$ cat src/rtl/seq_shifter_if.sv
// Handshake and data bundle between a shift requester and seq_shifter.
// The requester owns start/op/operands; the shifter owns status and result.
interface seq_shifter_if;
    logic        start;
    logic [1:0]  op;
    logic [31:0] data_in;
    logic [31:0] shamt;
    logic        busy;
    logic        done;
    logic [31:0] result;
    logic        carry_out;

    modport master (
        output start,
        output op,
        output data_in,
        output shamt,
        input  busy,
        input  done,
        input  result,
        input  carry_out
    );

    modport slave (
        input  start,
        input  op,
        input  data_in,
        input  shamt,
        output busy,
        output done,
        output result,
        output carry_out
    );
endinterface

$ cat src/rtl/seq_shifter.sv
// Iterative 32-bit shifter: one bit position per clock, with SLL/SRL/SRA/ROR
// and a carry_out holding the last bit shifted or rotated out.
//
// state    | meaning
// ---------+---------------------------------------------------------------
// ST_IDLE  | waiting for start; result/carry_out hold the previous answer
// ST_SHIFT | one shift step per clock, count down to terminal count of 1
// ST_DONE  | done pulse for one cycle, then back to ST_IDLE unconditionally
module seq_shifter (
    input  logic         clk,
    input  logic         rst,
    seq_shifter_if.slave bus
);

    typedef enum logic [1:0] {
        ST_IDLE  = 2'd0,
        ST_SHIFT = 2'd1,
        ST_DONE  = 2'd2
    } state_t;

    localparam logic [1:0] OP_SLL = 2'b00;
    localparam logic [1:0] OP_SRL = 2'b01;
    localparam logic [1:0] OP_SRA = 2'b10;

    state_t      state_q, state_d;
    logic [31:0] work_q,  work_d;
    logic [1:0]  op_q,    op_d;
    logic [4:0]  count_q, count_d;
    logic        carry_q, carry_d;
    logic [4:0]  shamt_lo;
    logic [32:0] step_out;
    logic        unused_shamt_hi;

    // Only a 5-bit amount is meaningful; the upper source bits are dropped.
    assign shamt_lo        = bus.shamt[4:0];
    assign unused_shamt_hi = ^bus.shamt[31:5];

    // One shift step; returns {bit shifted out, new working value}.
    function automatic logic [32:0] shift_step(input logic [1:0] op, input logic [31:0] v);
        case (op)
            OP_SLL:  shift_step = {v[31], v[30:0], 1'b0};
            OP_SRL:  shift_step = {v[0], 1'b0, v[31:1]};
            OP_SRA:  shift_step = {v[0], v[31], v[31:1]};
            default: shift_step = {v[0], v[0], v[31:1]};
        endcase
    endfunction

    assign step_out = shift_step(op_q, work_q);

    always_ff @(posedge clk) begin
        if (rst) begin
            state_q <= ST_IDLE;
            work_q  <= '0;
            op_q    <= '0;
            count_q <= '0;
            carry_q <= 1'b0;
        end else begin
            state_q <= state_d;
            work_q  <= work_d;
            op_q    <= op_d;
            count_q <= count_d;
            carry_q <= carry_d;
        end
    end

    always_comb begin
        state_d = state_q;
        work_d  = work_q;
        op_d    = op_q;
        count_d = count_q;
        carry_d = carry_q;

        case (state_q)
            ST_IDLE: begin
                if (bus.start) begin
                    work_d  = bus.data_in;
                    op_d    = bus.op;
                    count_d = shamt_lo;
                    carry_d = 1'b0;
                    state_d = (shamt_lo == 5'd0) ? ST_DONE : ST_SHIFT;
                end
            end
            ST_SHIFT: begin
                carry_d = step_out[32];
                work_d  = step_out[31:0];
                count_d = count_q - 5'd1;
                if (count_q == 5'd1) begin
                    state_d = ST_DONE;
                end
            end
            ST_DONE: begin
                state_d = ST_IDLE;
            end
            default: begin
                state_d = ST_IDLE;
            end
        endcase
    end

    assign bus.busy      = (state_q != ST_IDLE);
    assign bus.done      = (state_q == ST_DONE);
    assign bus.result    = work_q;
    assign bus.carry_out = carry_q;

endmodule

$ cat src/flat_wrapper.sv
// flat-port wrapper written by rule: the top's interface ports become plain ports
module seq_shifter_flat 
  (clk, rst, bus_start, bus_op, bus_data_in, bus_shamt, bus_busy, bus_done, bus_result, bus_carry_out);
  seq_shifter_if bus_i ();
  input  logic clk;
  input  logic rst;
  input wire logic [$bits(bus_i.start)-1:0] bus_start;
  input wire logic [$bits(bus_i.op)-1:0] bus_op;
  input wire logic [$bits(bus_i.data_in)-1:0] bus_data_in;
  input wire logic [$bits(bus_i.shamt)-1:0] bus_shamt;
  output wire logic [$bits(bus_i.busy)-1:0] bus_busy;
  output wire logic [$bits(bus_i.done)-1:0] bus_done;
  output wire logic [$bits(bus_i.result)-1:0] bus_result;
  output wire logic [$bits(bus_i.carry_out)-1:0] bus_carry_out;
  assign bus_i.start = bus_start;
  assign bus_i.op = bus_op;
  assign bus_i.data_in = bus_data_in;
  assign bus_i.shamt = bus_shamt;
  assign bus_busy = bus_i.busy;
  assign bus_done = bus_i.done;
  assign bus_result = bus_i.result;
  assign bus_carry_out = bus_i.carry_out;
  seq_shifter u_core (.clk(clk), .rst(rst), .bus(bus_i));
endmodule
$ cat config.mk
export PLATFORM = sky130hd
export DESIGN_NAME = seq_shifter_flat
export DESIGN_NICKNAME = d
export VERILOG_FILES = /design/src/rtl/seq_shifter_if.sv /design/src/rtl/seq_shifter.sv /design/src/flat_wrapper.sv
export SDC_FILE = /design/constraint.sdc
export NUM_CORES = 1
export LEC_CHECK = 0
export CAP_MARGIN = 20
export CORE_MARGIN = 1.5
export CORE_UTILIZATION = 46
export DETAILED_ROUTE_END_ITERATION = 12
export GPL_TIMING_DRIVEN = 0
export PLACE_DENSITY = 0.87
export SYNTH_ARGS = -nofsm -noshare
export SYNTH_HDL_FRONTEND = slang
export SYNTH_SLANG_ARGS = --single-unit
export TNS_END_PERCENT = 5
$ cat constraint.sdc
create_clock -name clk -period 2.3 [get_ports clk]
set_input_delay 0.69 -clock clk [delete_from_list [all_inputs] [get_ports clk]]
set_output_delay 0.69 -clock clk [all_outputs]
set_load 0.01 [all_outputs]
==> metrics.cfg <==
[placement]
placed_cells = 429
gp_congestion = 0.869
io_buffers = 75
dpl_cell_area_um2 = 3200
hpwl_um = 5090

[synthesis]
synth_seq_cells = 42
yosysWarnings = 0
synth-main-ff-cell = dfxtp_1
ys_async_sr_fraction = 0
syn_inst = 287
syn_nets = 358
yosysUniqueCellTypes = 41
synth-edff-count = 0
synth.avg_cell_area_um2 = 8.25
syn_area_um2 = 2370
seq_area_frac_synth = 0.355

[power]
switching_share = 0.320
finalPower_mw = 2.22
p_leak_nw = 1.21
ir_drop_mv = 0.344
p_int_mw = 1.51
power.net_switching_uw = 710
power_frac_seq = 0.417
combPwrFrac = 0.325
pwr-share-clk = 0.259
power_density_nw_per_um2 = 670

[grt]
antenna_found_initial = 0
grt_pass1_wl_um = 11100
grt-ovfl-total = 0
grt_pass1_vias = 2385
track_usage = 0.256
grt_start_max_net_pins = 13

[timing]
fin_skew_ns = 0.00818
fmax_ghz = 0.442
finalMaxSlewViolations = 0
worst_slew_pin_slew_ns = 0.470
finalHoldViolations = 0
slew_headroom = 0.687
final.setup.tns_ns = 0
rsz0062_at_grt = false
setup_viol = 0
min_period_ns = 2.26
fin_crit_sh = 0.984

[floorplan]
die_area_um2 = 5590
core-area_um2 = 4850
core.rowCount = 25
ios = 104
start_util = 0.488
die_w_um = 74.7
die_h_um = 74.7

[detailed_routing]
vias = 2550
first_pass_iters = 5
viasPerCell = 5.84
routed_wl_um = 6970
drcViolationCount = 0
postRouteAntennaNets = 0
drtIter0Drc = 208
wire_per_inst_um = 15.9

[clocking]
clockRootBuffer = clkbuf_8
cts_buffers = 5
tritoncts = built
clock-sinks = 42
htree_levels = 2
clkLatencyLatePin_ns = 0.29
cts_buffer_depth = 2
clk_pin_slew_worst_paths_ns = 0.08
cts_setup_buffers = 0

[layout]
diodes = 0
nets = 440
fin_cells = 437
stdcell_area_um2 = 3310
syn_to_final_growth_pct = 39.9
drive_gt1_frac = 0.0892

[worst_hold_path]
hold_path_class = register to register

[setup_path]
cp.arrival_ns = 1.57
crit_fanout = 10
startpoint_type = register
crit_type = register to primary output
cp-end-kind = primary output
critPathRequiredTime_ns = 1.61

[job]
drv_cap = 0

[outcome]
status = finished, final reports clean

per-stage QoR:
| step | util | hold WS, ns | setup WS (ns) |
|---|---|---|---|
| finish | 0.683 | 0.460 | 0.0375 |
| global route | 0.683 | 0.506 | 0.00188 |
| CTS | 0.683 | 0.470 | 0.00499 |
| detailed placement | 0.660 | 0.459 | 0.0853 |
| global placement | 0.660 | 0.443 | 0.121 |
| floorplan | - | 0.452 | 0.737 |
sequential cells by signal, summed over array words and instances (netlist names):
name / count
u_core.bus.result: 32
u_core.bus.carry_out: 1
u_core.state_q: 2
u_core.op_q: 2
u_core.count_q: 5
placed cells by master (no fill, tap or decap), types with 5 or more instances in the layout:
cell,n
nor2_1,35
a211oi_1,36
dfxtp_1,41
clkdlybuf4s50_1,75
o21a_1,31
buf_2,16
o31ai_1,30
clkbuf_1,12
nand3_1,30
o21ai_0,5
clkbuf_8,5
power by group through the flow:
stage | Combinational [mW] | Sequential [mW] | Clock, mW
5_1_grt | 0.780 | 0.935 | 0.610
2_1_floorplan | 0.366 | 0.944 | 0
6_report | 0.720 | 0.924 | 0.574
4_1_cts | 0.719 | 0.919 | 0.579
3_5_place_dp | 0.713 | 0.935 | 0
3_3_place_gp | 0.701 | 0.934 | 0
path summary, 6_finish.rpt:
| kind | from | end | slack (ns) | cells past startpoint |
|---|---|---|---|---|
| setup / recovery | u_core.state_q[0]$_SDFFE_PP0P_ | bus_busy | 0.04 | 3 |
| setup reg to reg | u_core.state_q[1]$_SDFFE_PP0P_ | u_core.bus.result[24]$_SDFFE_PP0P_ | 0.80 | 6 |
| hold / removal | u_core.bus.carry_out$_SDFFE_PP0P_ | u_core.bus.carry_out$_SDFFE_PP0P_ | 0.46 | 2 |
| hold reg to reg | u_core.bus.carry_out$_SDFFE_PP0P_ | u_core.bus.carry_out$_SDFFE_PP0P_ | 0.46 | 2 |
worst max-delay path, cell delays in order (launching register included):
cell and delay [ns]:
dfxtp_2 0.36, buf_4 0.17, or2_2 0.27, clkdlybuf4s50_1 0.47
per-layer routing:
layer,vias up,GRT usage,share of wire
met5,-,0,0
met3,13,0.0335,0.067
met4,0,0.109,0.018
met2,113,0.405,0.47
li1,1238,-,-
met1,1186,0.353,0.45
kinds of logic (layout without fill, tap and decap cells):
logic type | count (synthesis) | after routing | share of synthesized area
and+or+nand+nor | 85 | 85 | 0.177
AOI/OAI and AO/OA | 118 | 118 | 0.370
buffers and inverters | 37 | 120 | 0.0756
DFF | 42 | 42 | 0.355
xor gates and xnor gates | 1 | 1 | 0.00370
muxes | 2 | 2 | 0.00846
adders and majority gates | 2 | 2 | 0.0106
cell type report:
class / instances / area (µm²)
sequential: 42 / 842
inverter: 5 / 18.8
multi-input combinational: 208 / 1350
tap: 67 / 83.8
fill: 409 / 1540
buffer: 32 / 163
clock buffer: 7 / 76.3
timing repair buffer: 75 / 751
clock inverter: 1 / 30.0
synthesized netlist by cell type, types with 2 or more instances:
| cell | n | area (µm²) |
|---|---|---|
| nor2b_1 | 3 | 18.8 |
| o31ai_1 | 30 | 225 |
| nor2_1 | 35 | 131 |
| nand3_1 | 30 | 150 |
| o21a_1 | 31 | 233 |
| buf_6 | 2 | 22.5 |
| buf_1 | 2 | 7.51 |
| a21oi_1 | 4 | 20.0 |
| o21ai_0 | 5 | 25.0 |
| a211oi_1 | 36 | 270 |
| nor3_1 | 3 | 15.0 |
| and3b_1 | 2 | 17.5 |
| dfxtp_1 | 42 | 841 |
| nand2_1 | 2 | 7.51 |
| ha_1 | 2 | 25.0 |
| nand2b_1 | 2 | 12.5 |
| buf_2 | 17 | 85.1 |
| a22oi_1 | 2 | 15.0 |
| inv_1 | 4 | 15.0 |
| mux2i_1 | 2 | 20.0 |
| nor3b_1 | 2 | 15.0 |
| clkbuf_1 | 10 | 37.5 |
repair_timing:
item / 4_1_cts / 5_1_grt
hold buffers: 0 / 0
endpoints found under the setup margin: 1 / 1
resized for setup: 1 / 1
pin swaps: 0 / 0
No activity file was read; power rests on OpenSTA's default activity.
